## config.mk

```make
export PLATFORM = sky130hd
export DESIGN_NAME = mem_access_unit_flat
export DESIGN_NICKNAME = d
export VERILOG_FILES = /design/src/rtl/mem_access_unit_if.sv /design/src/rtl/mem_access_unit.sv /design/src/flat_wrapper.sv
export SDC_FILE = /design/constraint.sdc
export NUM_CORES = 1
export LEC_CHECK = 0
export CAP_MARGIN = 20
export CORE_ASPECT_RATIO = 1.5
export CORE_MARGIN = 2
export CORE_UTILIZATION = 40
export CTS_CLUSTER_SIZE = 24
export DETAILED_ROUTE_END_ITERATION = 6
export HOLD_SLACK_MARGIN = 0.02
export PLACE_DENSITY_LB_ADDON = 0.3
export SYNTH_ARGS = -nofsm -noshare
export SYNTH_HDL_FRONTEND = slang
export SYNTH_SLANG_ARGS = --single-unit
```

## constraint.sdc

```tcl
create_clock -name i_clk -period 8.2 [get_ports i_clk]
set_clock_uncertainty 0.05 [all_clocks]
set_input_delay 1.64 -clock i_clk [delete_from_list [all_inputs] [get_ports i_clk]]
set_output_delay 1.64 -clock i_clk [all_outputs]
set_load 0.005 [all_outputs]
```

## src/rtl/mem_access_unit_if.sv

```systemverilog
// rtl/mem_access_unit_if.sv - EX request, data-memory and writeback signals of the MEM-stage load/store unit
interface mem_access_unit_if #(
  parameter int DATA_W = 32,
  parameter int REG_W  = 5
);
  // EX-stage request
  logic              i_valid;
  logic              i_is_load;
  logic              i_is_store;
  logic [1:0]        i_size;
  logic              i_unsigned;
  logic [DATA_W-1:0] i_eff_addr;
  logic [DATA_W-1:0] i_store_data;
  logic [REG_W-1:0]  i_rd;
  logic              o_ready;
  logic              o_stall;

  // Data memory
  logic              o_mem_req;
  logic              o_mem_we;
  logic [DATA_W-1:0] o_mem_addr;
  logic [3:0]        o_mem_be;
  logic [DATA_W-1:0] o_mem_wdata;
  logic              i_mem_ack;
  logic [DATA_W-1:0] i_mem_rdata;

  // Writeback and exceptions
  logic              o_wb_valid;
  logic [REG_W-1:0]  o_wb_rd;
  logic [DATA_W-1:0] o_wb_data;
  logic [1:0]        o_exception;

  modport slave (
    input  i_valid, i_is_load, i_is_store, i_size, i_unsigned, i_eff_addr, i_store_data, i_rd,
    input  i_mem_ack, i_mem_rdata,
    output o_ready, o_stall,
    output o_mem_req, o_mem_we, o_mem_addr, o_mem_be, o_mem_wdata,
    output o_wb_valid, o_wb_rd, o_wb_data, o_exception
  );

  modport master (
    output i_valid, i_is_load, i_is_store, i_size, i_unsigned, i_eff_addr, i_store_data, i_rd,
    output i_mem_ack, i_mem_rdata,
    input  o_ready, o_stall,
    input  o_mem_req, o_mem_we, o_mem_addr, o_mem_be, o_mem_wdata,
    input  o_wb_valid, o_wb_rd, o_wb_data, o_exception
  );
endinterface

```

## src/rtl/mem_access_unit.sv

```systemverilog
// rtl/mem_access_unit.sv - MEM-stage load/store unit: alignment checks, byte-lane memory handshake, load extension
module mem_access_unit #(
  parameter int DATA_W = 32,
  parameter int REG_W  = 5
) (
  input  logic              i_clk,
  input  logic              i_reset,
  mem_access_unit_if.slave  bus
);
  localparam logic [1:0] ST_IDLE = 2'd0;
  localparam logic [1:0] ST_REQ  = 2'd1;
  localparam logic [1:0] ST_RESP = 2'd2;
  localparam logic [1:0] ST_EXC  = 2'd3;

  localparam logic [1:0] SZ_BYTE = 2'b00;
  localparam logic [1:0] SZ_HALF = 2'b01;
  localparam logic [1:0] SZ_WORD = 2'b10;
  localparam logic [1:0] SZ_RSVD = 2'b11;

  localparam logic [1:0] EXC_NONE      = 2'b00;
  localparam logic [1:0] EXC_LOAD_MIS  = 2'b01;
  localparam logic [1:0] EXC_STORE_MIS = 2'b10;
  localparam logic [1:0] EXC_ILLEGAL   = 2'b11;

  logic [1:0]        state;
  logic [1:0]        r_lane;
  logic [1:0]        r_size;
  logic              r_unsigned;
  logic              r_is_load;
  logic [REG_W-1:0]  r_rd;

  logic              accept;
  logic [1:0]        exc_code;
  logic [3:0]        be_next;
  logic [DATA_W-1:0] wdata_next;
  logic [DATA_W-1:0] lane_word;
  logic [DATA_W-1:0] load_ext;

  assign accept      = (state == ST_IDLE) && bus.i_valid && (bus.i_is_load || bus.i_is_store);
  assign bus.o_ready = (state == ST_IDLE);
  assign bus.o_stall = (state != ST_IDLE);

  // Illegal takes priority over misalignment.
  always_comb begin
    exc_code = EXC_NONE;
    if ((bus.i_is_load && bus.i_is_store) || (bus.i_size == SZ_RSVD)) begin
      exc_code = EXC_ILLEGAL;
    end else if (((bus.i_size == SZ_HALF) && bus.i_eff_addr[0]) ||
                 ((bus.i_size == SZ_WORD) && (bus.i_eff_addr[1:0] != 2'b00))) begin
      exc_code = bus.i_is_load ? EXC_LOAD_MIS : EXC_STORE_MIS;
    end
  end

  always_comb begin
    be_next    = 4'b0000;
    wdata_next = '0;
    case (bus.i_size)
      SZ_BYTE: begin
        be_next    = 4'b0001 << bus.i_eff_addr[1:0];
        wdata_next = {4{bus.i_store_data[7:0]}};
      end
      SZ_HALF: begin
        be_next    = bus.i_eff_addr[1] ? 4'b1100 : 4'b0011;
        wdata_next = {2{bus.i_store_data[15:0]}};
      end
      SZ_WORD: begin
        be_next    = 4'b1111;
        wdata_next = bus.i_store_data;
      end
      default: begin
        be_next    = 4'b0000;
        wdata_next = '0;
      end
    endcase
  end

  // Shift the addressed lane down to bit 0, then extend from the access size.
  always_comb begin
    lane_word = bus.i_mem_rdata >> {r_lane, 3'b000};
    load_ext  = lane_word;
    case (r_size)
      SZ_BYTE: load_ext = {{(DATA_W-8){~r_unsigned & lane_word[7]}}, lane_word[7:0]};
      SZ_HALF: load_ext = {{(DATA_W-16){~r_unsigned & lane_word[15]}}, lane_word[15:0]};
      default: load_ext = bus.i_mem_rdata;
    endcase
  end

  always_ff @(posedge i_clk or posedge i_reset) begin
    if (i_reset) begin
      state           <= ST_IDLE;
      r_lane          <= 2'b00;
      r_size          <= SZ_BYTE;
      r_unsigned      <= 1'b0;
      r_is_load       <= 1'b0;
      r_rd            <= '0;
      bus.o_mem_req   <= 1'b0;
      bus.o_mem_we    <= 1'b0;
      bus.o_mem_addr  <= '0;
      bus.o_mem_be    <= 4'b0000;
      bus.o_mem_wdata <= '0;
      bus.o_wb_valid  <= 1'b0;
      bus.o_wb_rd     <= '0;
      bus.o_wb_data   <= '0;
      bus.o_exception <= EXC_NONE;
    end else begin
      bus.o_wb_valid  <= 1'b0;
      bus.o_exception <= EXC_NONE;
      case (state)
        ST_IDLE: begin
          if (accept) begin
            r_lane     <= bus.i_eff_addr[1:0];
            r_size     <= bus.i_size;
            r_unsigned <= bus.i_unsigned;
            r_is_load  <= bus.i_is_load;
            r_rd       <= bus.i_rd;
            if (exc_code != EXC_NONE) begin
              bus.o_exception <= exc_code;
              state           <= ST_EXC;
            end else begin
              bus.o_mem_req   <= 1'b1;
              bus.o_mem_we    <= bus.i_is_store;
              bus.o_mem_addr  <= {bus.i_eff_addr[DATA_W-1:2], 2'b00};
              bus.o_mem_be    <= be_next;
              bus.o_mem_wdata <= wdata_next;
              state           <= ST_REQ;
            end
          end
        end
        ST_REQ: begin
          if (bus.i_mem_ack) begin
            bus.o_mem_req <= 1'b0;
            bus.o_mem_we  <= 1'b0;
            if (r_is_load) begin
              bus.o_wb_valid <= 1'b1;
              bus.o_wb_rd    <= r_rd;
              bus.o_wb_data  <= load_ext;
              state          <= ST_RESP;
            end else begin
              state <= ST_IDLE;
            end
          end
        end
        ST_RESP: state <= ST_IDLE;
        ST_EXC:  state <= ST_IDLE;
        default: state <= ST_IDLE;
      endcase
    end
  end
endmodule

```

## src/flat_wrapper.sv

```systemverilog
// flat-port wrapper written by rule: the top's interface ports become plain ports
module mem_access_unit_flat 
#(
  parameter int DATA_W = 32,
  parameter int REG_W  = 5
)
  (i_clk, i_reset, bus_i_valid, bus_i_is_load, bus_i_is_store, bus_i_size, bus_i_unsigned, bus_i_eff_addr, bus_i_store_data, bus_i_rd, bus_i_mem_ack, bus_i_mem_rdata, bus_o_ready, bus_o_stall, bus_o_mem_req, bus_o_mem_we, bus_o_mem_addr, bus_o_mem_be, bus_o_mem_wdata, bus_o_wb_valid, bus_o_wb_rd, bus_o_wb_data, bus_o_exception);
  mem_access_unit_if #(.DATA_W(DATA_W), .REG_W(REG_W)) bus_i ();
  input  logic i_clk;
  input  logic i_reset;
  input wire logic [$bits(bus_i.i_valid)-1:0] bus_i_valid;
  input wire logic [$bits(bus_i.i_is_load)-1:0] bus_i_is_load;
  input wire logic [$bits(bus_i.i_is_store)-1:0] bus_i_is_store;
  input wire logic [$bits(bus_i.i_size)-1:0] bus_i_size;
  input wire logic [$bits(bus_i.i_unsigned)-1:0] bus_i_unsigned;
  input wire logic [$bits(bus_i.i_eff_addr)-1:0] bus_i_eff_addr;
  input wire logic [$bits(bus_i.i_store_data)-1:0] bus_i_store_data;
  input wire logic [$bits(bus_i.i_rd)-1:0] bus_i_rd;
  input wire logic [$bits(bus_i.i_mem_ack)-1:0] bus_i_mem_ack;
  input wire logic [$bits(bus_i.i_mem_rdata)-1:0] bus_i_mem_rdata;
  output wire logic [$bits(bus_i.o_ready)-1:0] bus_o_ready;
  output wire logic [$bits(bus_i.o_stall)-1:0] bus_o_stall;
  output wire logic [$bits(bus_i.o_mem_req)-1:0] bus_o_mem_req;
  output wire logic [$bits(bus_i.o_mem_we)-1:0] bus_o_mem_we;
  output wire logic [$bits(bus_i.o_mem_addr)-1:0] bus_o_mem_addr;
  output wire logic [$bits(bus_i.o_mem_be)-1:0] bus_o_mem_be;
  output wire logic [$bits(bus_i.o_mem_wdata)-1:0] bus_o_mem_wdata;
  output wire logic [$bits(bus_i.o_wb_valid)-1:0] bus_o_wb_valid;
  output wire logic [$bits(bus_i.o_wb_rd)-1:0] bus_o_wb_rd;
  output wire logic [$bits(bus_i.o_wb_data)-1:0] bus_o_wb_data;
  output wire logic [$bits(bus_i.o_exception)-1:0] bus_o_exception;
  assign bus_i.i_valid = bus_i_valid;
  assign bus_i.i_is_load = bus_i_is_load;
  assign bus_i.i_is_store = bus_i_is_store;
  assign bus_i.i_size = bus_i_size;
  assign bus_i.i_unsigned = bus_i_unsigned;
  assign bus_i.i_eff_addr = bus_i_eff_addr;
  assign bus_i.i_store_data = bus_i_store_data;
  assign bus_i.i_rd = bus_i_rd;
  assign bus_i.i_mem_ack = bus_i_mem_ack;
  assign bus_i.i_mem_rdata = bus_i_mem_rdata;
  assign bus_o_ready = bus_i.o_ready;
  assign bus_o_stall = bus_i.o_stall;
  assign bus_o_mem_req = bus_i.o_mem_req;
  assign bus_o_mem_we = bus_i.o_mem_we;
  assign bus_o_mem_addr = bus_i.o_mem_addr;
  assign bus_o_mem_be = bus_i.o_mem_be;
  assign bus_o_mem_wdata = bus_i.o_mem_wdata;
  assign bus_o_wb_valid = bus_i.o_wb_valid;
  assign bus_o_wb_rd = bus_i.o_wb_rd;
  assign bus_o_wb_data = bus_i.o_wb_data;
  assign bus_o_exception = bus_i.o_exception;
  mem_access_unit #(.DATA_W(DATA_W), .REG_W(REG_W)) u_core (.i_clk(i_clk), .i_reset(i_reset), .bus(bus_i));
endmodule
```

==> run_results.csv, run 1 <==
group,metric,value,unit
status,status,"finished, final reports clean",
detailed_routing,drt-pass1-iter-count,4,
grt,grt_pass1_vias,4901,
yosys,yosys_warnings,0,
yosys,async_flop_share,1.00,
placement,dp_hpwl,11.3,mm
yosys,synth_edf_count,0,
cells_and_area,register_area,3030,um2
detailed_routing,wl,15.5,mm
min_path,min-delay-path-class,"register to register",
setup_path,crit_cells,6,
power_and_ir_drop,total_leakage_power,3.64,nW
grt,grt_pass1_wl,24.1,mm
power_and_ir_drop,power_density,358,nW/um2
floorplanning,num_rows,53,
cells_and_area,area_growth,48.9,%
setup_path,worstPathRequired,8.44,ns
placement,port_buffers,219,
floorplanning,ioPinCount,222,
flow_run,drv_cap,0,
cells_and_area,nets,836,
timing,period_needed,4.47,ns
yosys,yosysUniqueCellTypes,43,
setup_path,reg2reg_depth,5,
setup_path,critPathSlowestCell,"clkdlybuf4s50_1",
setup_path,crit_buf_inv,2,
clock_network,cts_buffers,17,
grt,grt.total_usage,0.206,
setup_path,reg2reg_slack,5.34,ns
yosys,syn_inst,521,
setup_path,crit_path_end_kind,"register",
setup_path,worst-path-max-fanout,47,
floorplanning,die_w,101,um
floorplanning,initial_utilization,0.408,
setup_path,endpoint,"u_core.bus.o_mem_addr[25]",
setup_path,crit_type,"input pin to register",
setup_path,critPathLaunchType,"input pin",
timing,finalHoldViolations,0,
setup_path,critPathLaunch,"bus_i_size[0]",
placement,routabilityCongestion,0.863,
timing,setup_tns,0,ns
power_and_ir_drop,irDropWorstVdd,0.000162,V
clock_network,postCtsSetupBuffers,0,
clock_network,ctsResizeCount,0,
timing,fin_crit_sh,0.546,
cells_and_area,fin_util,0.607,
floorplanning,core,13900,um2
grt,grt_max_degree,65,
clock_network,cts_sinks,121,
timing,grt_setup_unrepaired,"false",
detailed_routing,antenna_left,0,
yosys,syn_avg_cell_area,10.9,um2
cells_and_area,drive_gt1_frac,0.146,
setup_path,crit_family,"buffers and inverters",
setup_path,arrival,4.71,ns
grt,grt_antenna_before_repair,0,
detailed_routing,viasPerCell,5.23,
clock_network,ctsRootBufferMaster,"clkbuf_16",
yosys,synth_flop_cell,"dfrtp_1",
timing,setup_violations,0,
yosys,synthMuxAreaShare,0.163,
cells_and_area,multiInputGateArea,2300,um2
detailed_routing,wl_per_cell,17.1,um
clock_network,insertion_delay,0.40,ns
placement,post_dp_cell_area,7860,um2
detailed_routing,num_vias,4727,
setup_path,cpPeakStageDelay,0.79,ns
cells_and_area,antenna_cells,0,
grt,grt.overflow.total,0,
yosys,synth-xor-area-share,0,
timing,fmax,224,MHz
timing,relSlewSlack,0.301,
cells_and_area,fillers,1161,
floorplanning,die-area,15200,um2
setup_path,path_cells,"clkdlybuf4s50_1 > o21a_1 > o22ai_1 > and3_2 > buf_4 > mux2_2",
clock_network,path_clk_slew,0.06,ns
detailed_routing,drc,0,
yosys,syn_area,5680,um2
setup_path,rr_endpoint,"u_core.bus.o_mem_addr[25]",
yosys,ys_seq_elements,121,
yosys,synth_adder_area_share,0,
clock_network,cts_tree,"built",
clock_network,clock_path_buffers,2,
cells_and_area,fin_area,8460,um2
yosys,synth-simple-area-share,0.116,
yosys,yosysSeqAreaShare,0.533,
yosys,synth_top_family_by_area,"multiplexers",
yosys,synth-compound-area-share,0.123,
detailed_routing,drtIter0Drc,174,
floorplanning,die_y,150,um
timing,maxSlewViolCount,0,
clock_network,htreeDepth,4,
setup_path,r2r-start,"u_core.state[0]",
clock_network,cts_hold_buf,0,
timing,tightest_slew,1.05,ns
==> cell type report <==
class | count | area share
Inverter | 25 | 0.0114
Clock buffer | 17 | 0.0503
Tap cell | 165 | 0.0244
Clock inverter | 14 | 0.0204
Timing Repair Buffer | 224 | 0.264
Sequential cell | 121 | 0.358
Multi-Input combinational cell | 337 | 0.272
==> worst register-to-register path: stages (launching register included) <==
cell and delay [ns]:
dfrtp_1 0.42, nor3b_2 0.29, o21a_4 0.29, and3_2 0.61, buf_4 0.62, mux2_2 0.46
==> state kept, by name (all words and copies together) (netlist names), 4 cells and up <==
| register | flops |
|---|---|
| u_core.bus.o_mem_wdata | 32 |
| u_core.bus.o_wb_data | 32 |
| u_core.bus.o_mem_addr | 30 |
| u_core.bus.o_wb_rd | 5 |
| u_core.r_rd | 5 |
| u_core.bus.o_mem_be | 4 |
==> through the flow <==
step           hold WS, ns  std cells  setup slack (ns)  total power (W)
2_1_floorplan        0.385        522              3.30          0.00159
3_3_place_gp         0.398        872              3.40          0.00225
3_5_place_dp         0.412        872              3.35          0.00229
4_1_cts              0.425        903              3.78          0.00306
5_1_grt              0.457        903              3.55          0.00321
6_report             0.420        903              3.73          0.00303
==> synthesized netlist by cell type, types with 5 or more instances <==
| cell | number | area [um2] |
|---|---|---|
| dfrtp_1 | 121 | 3030 |
| nand3_1 | 32 | 160 |
| o21ai_0 | 28 | 140 |
| nor2b_1 | 15 | 93.8 |
| o22ai_1 | 9 | 56.3 |
| clkbuf_1 | 16 | 60.1 |
| a22oi_1 | 7 | 52.6 |
| o22a_1 | 8 | 70.1 |
| or2_2 | 6 | 37.5 |
| nand2b_1 | 5 | 31.3 |
| mux2i_1 | 27 | 270 |
| nor2_1 | 11 | 41.3 |
| inv_1 | 25 | 93.8 |
| a21oi_1 | 35 | 175 |
| a2bb2oi_1 | 9 | 78.8 |
| mux2_2 | 57 | 642 |
| buf_1 | 5 | 18.8 |
| nand2_1 | 67 | 251 |
| buf_6 | 7 | 78.8 |
==> routing by layer <==
layer / track usage / wire [um]
met1: 0.226 / 5790
met5: 0 / 0
met2: 0.362 / 8230
met3: 0.0560 / 906
met4: 0.0986 / 523
==> cell usage in the layout, fill, tap and decap left out, types with 2 or more instances in the layout <==
cell / count
clkdlybuf4s50_1: 219
dfrtp_1: 121
nand2_1: 67
mux2_2: 57
a21oi_1: 35
nand3_1: 32
o21ai_0: 28
mux2i_1: 27
inv_1: 24
clkbuf_16: 17
nor2b_1: 15
nor2_1: 11
o22ai_1: 9
a2bb2oi_1: 9
o22a_1: 8
a22oi_1: 7
or2_2: 6
nand2b_1: 5
clkinvlp_4: 5
buf_4: 5
bufinv_16: 3
inv_6: 3
conb_1: 2
clkinv_2: 2
==> power breakdown <==
group | leakage, nW | total, W | switching, W | internal (W)
Sequential | 1.48 | 0.00108 | 0.000194 | 0.000881
Combinational | 1.88 | 0.00120 | 0.000436 | 0.000760
Clock | 0.278 | 0.000755 | 0.000277 | 0.000478
==> worst min-delay path by stage <==
stage	start	endpoint	slack (ns)	depth (start not counted)
CTS	u_core.r_rd[0]	u_core.bus.o_wb_rd[0]	0.43	2
floorplan	u_core.r_rd[0]	u_core.bus.o_wb_rd[0]	0.38	2
finish	u_core.r_rd[0]	u_core.bus.o_wb_rd[0]	0.42	2
global route	u_core.r_rd[4]	u_core.bus.o_wb_rd[4]	0.46	2
global placement	u_core.r_rd[2]	u_core.bus.o_wb_rd[2]	0.40	2
detailed placement	u_core.r_rd[0]	u_core.bus.o_wb_rd[0]	0.41	2
==> cells by family (layout without fill, tap and decap cells) <==
group	after synthesis	in the layout
and+or+nand+nor	142	142
other	1	2
muxes	85	85
DFF	121	121
buffers and inverters	64	280
AOI/OAI and AO/OA	108	108
Power figures use the tool's default switching activity.
==> inputs of run 2 (changes only) <==
==> constraint.sdc (replaced) <==
create_clock -name i_clk -period 4.5 [get_ports i_clk]
set_clock_uncertainty 0.05 [all_clocks]
set_input_delay 0.9 -clock i_clk [delete_from_list [all_inputs] [get_ports i_clk]]
set_output_delay 0.9 -clock i_clk [all_outputs]
set_load 0.005 [all_outputs]
==> run 2 against run 1 <==
Compared with the run above:
- final cell count up 0.22%
- via count decreased by 0.42%
- clock power up 81%
- sequential cell count stayed put
- combinational power up 83%
- setup slack got worse by 2.2 ns
- die area unchanged
- critical path depth stayed put
- hold slack worse by 0.0053 ns
- first-iteration DRC count increased by 0.57%
- critical endpoint unchanged
- largest power group unchanged
==> run_results.csv, run 2 (synthesis results as in run 1) <==
group,metric,value,unit
status,status,"finished, final reports clean",
placement,dp_hpwl,11.6,mm
grt,grt_pass1_wl,24.5,mm
floorplanning,ioPinCount,222,
setup_path,path_cells,"clkdlybuf4s50_1 > nor3b_2 > o21a_4 > and3_2 > buf_12 > mux2_2",
clock_network,cts_buffers,17,
setup_path,cpPeakStageDelay,0.62,ns
cells_and_area,drive_gt1_frac,0.146,
floorplanning,die-area,15200,um2
timing,fin_crit_sh,0.670,
setup_path,critPathSlowestCell,"and3_2",
floorplanning,num_rows,53,
setup_path,crit_path_end_kind,"register",
cells_and_area,antenna_cells,0,
clock_network,cts_hold_buf,0,
clock_network,ctsResizeCount,0,
grt,grt_antenna_before_repair,0,
clock_network,postCtsSetupBuffers,0,
detailed_routing,antenna_left,0,
detailed_routing,drtIter0Drc,175,
power_and_ir_drop,irDropWorstVdd,0.000373,V
timing,relSlewSlack,0.499,
timing,maxSlewViolCount,0,
setup_path,arrival,3.25,ns
detailed_routing,drc,0,
clock_network,cts_sinks,121,
placement,port_buffers,219,
timing,setup_tns,0,ns
power_and_ir_drop,power_density,651,nW/um2
timing,setup_violations,0,
setup_path,crit_type,"input pin to register",
detailed_routing,drt-pass1-iter-count,5,
floorplanning,core,13900,um2
setup_path,crit_buf_inv,2,
timing,period_needed,3.01,ns
cells_and_area,multiInputGateArea,2300,um2
setup_path,crit_family,"simple AND/OR/NAND/NOR gates",
timing,finalHoldViolations,0,
cells_and_area,fillers,1170,
clock_network,htreeDepth,4,
cells_and_area,nets,839,
clock_network,ctsRootBufferMaster,"clkbuf_16",
cells_and_area,area_growth,49.7,%
flow_run,drv_cap,0,
clock_network,clock_path_buffers,2,
clock_network,cts_tree,"built",
detailed_routing,num_vias,4707,
timing,tightest_slew,0.752,ns
setup_path,worstPathRequired,4.73,ns
detailed_routing,viasPerCell,5.20,
cells_and_area,top_regs,"u_core.bus.o_mem_wdata (32), u_core.bus.o_wb_data (32), u_core.bus.o_mem_addr (30)",
floorplanning,die_y,150,um
timing,fmax,332,MHz
timing,hold_ws,0.415,ns
grt,grt_max_degree,65,
timing,grt_setup_unrepaired,"false",
cells_and_area,layout_common_cells,"219 x clkdlybuf4s50_1, 121 x dfrtp_1, 67 x nand2_1",
cells_and_area,register_area,3030,um2
clock_network,path_clk_slew,0.05,ns
grt,grt.overflow.total,0,
placement,routabilityCongestion,0.878,
clock_network,insertion_delay,0.40,ns
floorplanning,initial_utilization,0.408,
floorplanning,die_w,101,um
detailed_routing,wl_per_cell,17.3,um
min_path,min-delay-path-class,"register to register",
grt,grt_pass1_vias,4928,
detailed_routing,wl,15.7,mm
grt,grt.total_usage,0.206,
power_and_ir_drop,total_leakage_power,3.67,nW
setup_path,critPathLaunchType,"input pin",
cells_and_area,final_common_cell,"clkdlybuf4s50_1",
setup_path,worst-path-max-fanout,36,
-- run 2: cell count changes in the layout (fill, tap and decap cells not counted), sizes merged --
cell	previous run	this run
inv	28	25
clkbuf	17	22
clkinvlp	5	2
buf	5	8
-- run 2: layer usage --
layer  global-route usage  wire [um]  vias to the layer above
met1                0.231       5900                     2274
met2                0.370       8470                      182
li1                     -          -                     2227
met3               0.0458        905                       24
met5                    0          0                        -
met4               0.0878        393                        0
-- run 2: final cells by class --
cell class | instances | share of cell area
repair buffers | 227 | 0.268
inverters | 25 | 0.0113
clock inverters | 8 | 0.0141
clock buffers | 22 | 0.0558
multi-input cells | 337 | 0.270
well taps | 165 | 0.0243
flip-flops and latches | 121 | 0.356
-- run 2: through the flow --
stage | util | total power [W] | area (um2) | std cells | setup WS (ns)
final | 0.610 | 0.00553 | 8500 | 905 | 1.49
after CTS | 0.610 | 0.00558 | 8500 | 905 | 1.50
after floorplan | - | 0.00290 | 5680 | 522 | 0.336
after global routing | 0.610 | 0.00585 | 8500 | 905 | 1.37
after detailed placement | 0.568 | 0.00418 | 7910 | 875 | 1.08
after global placement | 0.568 | 0.00411 | 7910 | 875 | 1.12
-- run 2: final timing paths --
kind | start | end | slack [ns] | depth (start not counted)
max | bus_i_valid | u_core.bus.o_mem_addr[25] | 1.49 | 6
min | u_core.r_rd[2] | u_core.bus.o_wb_rd[2] | 0.41 | 2
max reg2reg | u_core.state[0] | u_core.bus.o_mem_addr[25] | 2.00 | 5
min reg2reg | u_core.r_rd[2] | u_core.bus.o_wb_rd[2] | 0.41 | 2
max in group asynchronous | i_reset | u_core.bus.o_mem_wdata[6] | 2.64 | 3
min in group asynchronous | i_reset | u_core.bus.o_mem_addr[22] | 0.93 | 2
-- run 2: where the power goes --
group | switching (W) | internal [W]
sequential | 0.000360 | 0.00161
clock | 0.000466 | 0.000905
combinational | 0.000803 | 0.00139
total | 0.00163 | 0.00390
-- run 2: worst reg2reg max path: stages, from the launching register on --
cell and delay (ns):
dfrtp_1 0.43, nor3b_2 0.28, o21a_4 0.28, and3_2 0.63, buf_12 0.31, mux2_2 0.40
==> inputs of run 3 (changes only) <==
==> constraint.sdc (replaced) <==
create_clock -name i_clk -period 2.65 [get_ports i_clk]
set_clock_uncertainty 0.05 [all_clocks]
set_input_delay 0.53 -clock i_clk [delete_from_list [all_inputs] [get_ports i_clk]]
set_output_delay 0.53 -clock i_clk [all_outputs]
set_load 0.005 [all_outputs]
==> run 3 against run 2 <==
Compared with the run above:
- clock power grew 69%
- setup slack lost 0.97 ns
- final cell count grew 1.5%
- power up 71%
- sequential share of layout area down 0.39 points
- final area is 1.1% higher
- count of clock-buffer cells in the layout fell by 1
- utilization rose by 0.67 points
- global-route usage up 0.29 points
==> run_results.csv, run 3 (synthesis results as in run 1) <==
group,metric,value,unit
floorplanning,num_rows,53,
setup_path,crit_type,"register to output port",
detailed_routing,num_vias,4761,
timing,relSlewSlack,0.598,
cells_and_area,fillers,1167,
cells_and_area,final_common_cell,"clkdlybuf4s50_1",
detailed_routing,wl_per_cell,17.2,um
placement,dp.cells,887,
floorplanning,die_y,150,um
clock_network,cts_buffers,17,
timing,setup_tns,0,ns
clock_network,cts_tree,"built",
floorplanning,die_w,101,um
cells_and_area,drive_gt1_frac,0.160,
grt,grt_max_degree,75,
floorplanning,die-area,15200,um2
grt,grt.total_usage,0.209,
setup_path,arrival,1.55,ns
placement,routabilityCongestion,0.897,
grt,grt_pass1_vias,4938,
grt,grt_antenna_before_repair,0,
flow_run,drv_cap,0,
timing,maxSlewViolCount,0,
clock_network,htreeDepth,4,
power_and_ir_drop,irDropWorstVdd,0.000579,V
clock_network,cts_hold_buf,0,
power_and_ir_drop,total_leakage_power,3.72,nW
timing,fin_ws,0.522,ns
setup_path,critPathLaunchType,"register",
clock_network,ctsResizeCount,0,
grt,grt.overflow.total,0,
timing,setup_violations,0,
cells_and_area,antenna_cells,0,
placement,port_buffers,219,
cells_and_area,final_cells,919,
detailed_routing,viasPerCell,5.18,
detailed_routing,wl,15.8,mm
power_and_ir_drop,power_density,1100,nW/um2
min_path,min-delay-path-class,"register to register",
cells_and_area,area_growth,51.3,%
status,status,"finished, final reports clean",
grt,grt_pass1_wl,24.6,mm
floorplanning,initial_utilization,0.408,
clock_network,path_clk_slew,0.06,ns
clock_network,ctsRootBufferMaster,"clkbuf_16",
clock_network,cts_sinks,121,
detailed_routing,drc,0,
timing,grt_setup_unrepaired,"false",
detailed_routing,drt-pass1-iter-count,4,
clock_network,clock_path_buffers,2,
setup_path,crit_path_end_kind,"output port",
setup_path,worstPathRequired,2.07,ns
cells_and_area,fin_util,0.617,
floorplanning,ioPinCount,222,
timing,tightest_slew,0.602,ns
detailed_routing,antenna_left,0,
placement,pre_cts_ws,0.115,ns
cells_and_area,nets,851,
timing,finalHoldViolations,0,
placement,dp_hpwl,12.0,mm
floorplanning,core,13900,um2
timing,fmax,470,MHz
detailed_routing,drtIter0Drc,135,
timing,period_needed,2.13,ns
setup_path,worst-path-max-fanout,6,
timing,fin_crit_sh,0.803,
clock_network,postCtsSetupBuffers,0,
clock_network,insertion_delay,0.40,ns
cells_and_area,layout_common_cells,"219 x clkdlybuf4s50_1, 121 x dfrtp_1, 67 x nand2_1",
cells_and_area,top_regs,"u_core.bus.o_mem_wdata (32), u_core.bus.o_wb_data (32), u_core.bus.o_mem_addr (30)",
==> run 3: final cells by class <==
type / instances / area, um2 / area share
sequential: 121 / 3030 / 0.352
timing repair buffer: 239 / 2370 / 0.275
multi-input combinational: 337 / 2300 / 0.267
clock buffer: 21 / 450 / 0.0524
tap: 165 / 206 / 0.0240
clock inverter: 11 / 146 / 0.0170
inverter: 25 / 97.6 / 0.0114
==> run 3: critical path: stages, from the launching register on <==
cell and delay (ns):
dfrtp_1 0.42, nor2_1 0.19, clkdlybuf4s50_1 0.53
==> run 3: power breakdown <==
group / internal, W / total, W / switching, W
clock network: 0.00150 / 0.00231 / 0.000810
registers: 0.00273 / 0.00326 / 0.000536
logic: 0.00241 / 0.00386 / 0.00145
total: 0.00664 / 0.00944 / 0.00280
==> run 3: final timing paths <==
kind                                 startpoint                         to  slack (ns)  cells past startpoint
min in group asynchronous               i_reset   u_core.bus.o_wb_data[22]        0.55                      3
worst min-delay path             u_core.r_rd[0]      u_core.bus.o_wb_rd[0]        0.41                      2
worst max-delay path            u_core.state[0]                bus_o_ready        0.52                      2
worst min register to register   u_core.r_rd[0]      u_core.bus.o_wb_rd[0]        0.41                      2
worst max register to register  u_core.state[0]  u_core.bus.o_mem_addr[28]        0.74                      5
max in group asynchronous               i_reset     u_core.bus.o_mem_be[1]        1.48                      3
==> run 3: per-stage QoR <==
step	total power, W	area (um2)	hold slack [ns]
3_5_place_dp	0.00718	8000	0.401
5_1_grt	0.0100	8590	0.444
2_1_floorplan	0.00493	5690	0.385
6_report	0.00944	8590	0.409
3_3_place_gp	0.00704	8000	0.394
4_1_cts	0.00954	8590	0.414
==> run 3: metal layers <==
metal,track usage,up-vias,share of wire
li1,-,2245,-
met1,0.232,2296,0.37
met2,0.364,180,0.53
met3,0.0462,40,0.051
met4,0.118,0,0.044
met5,0,-,0
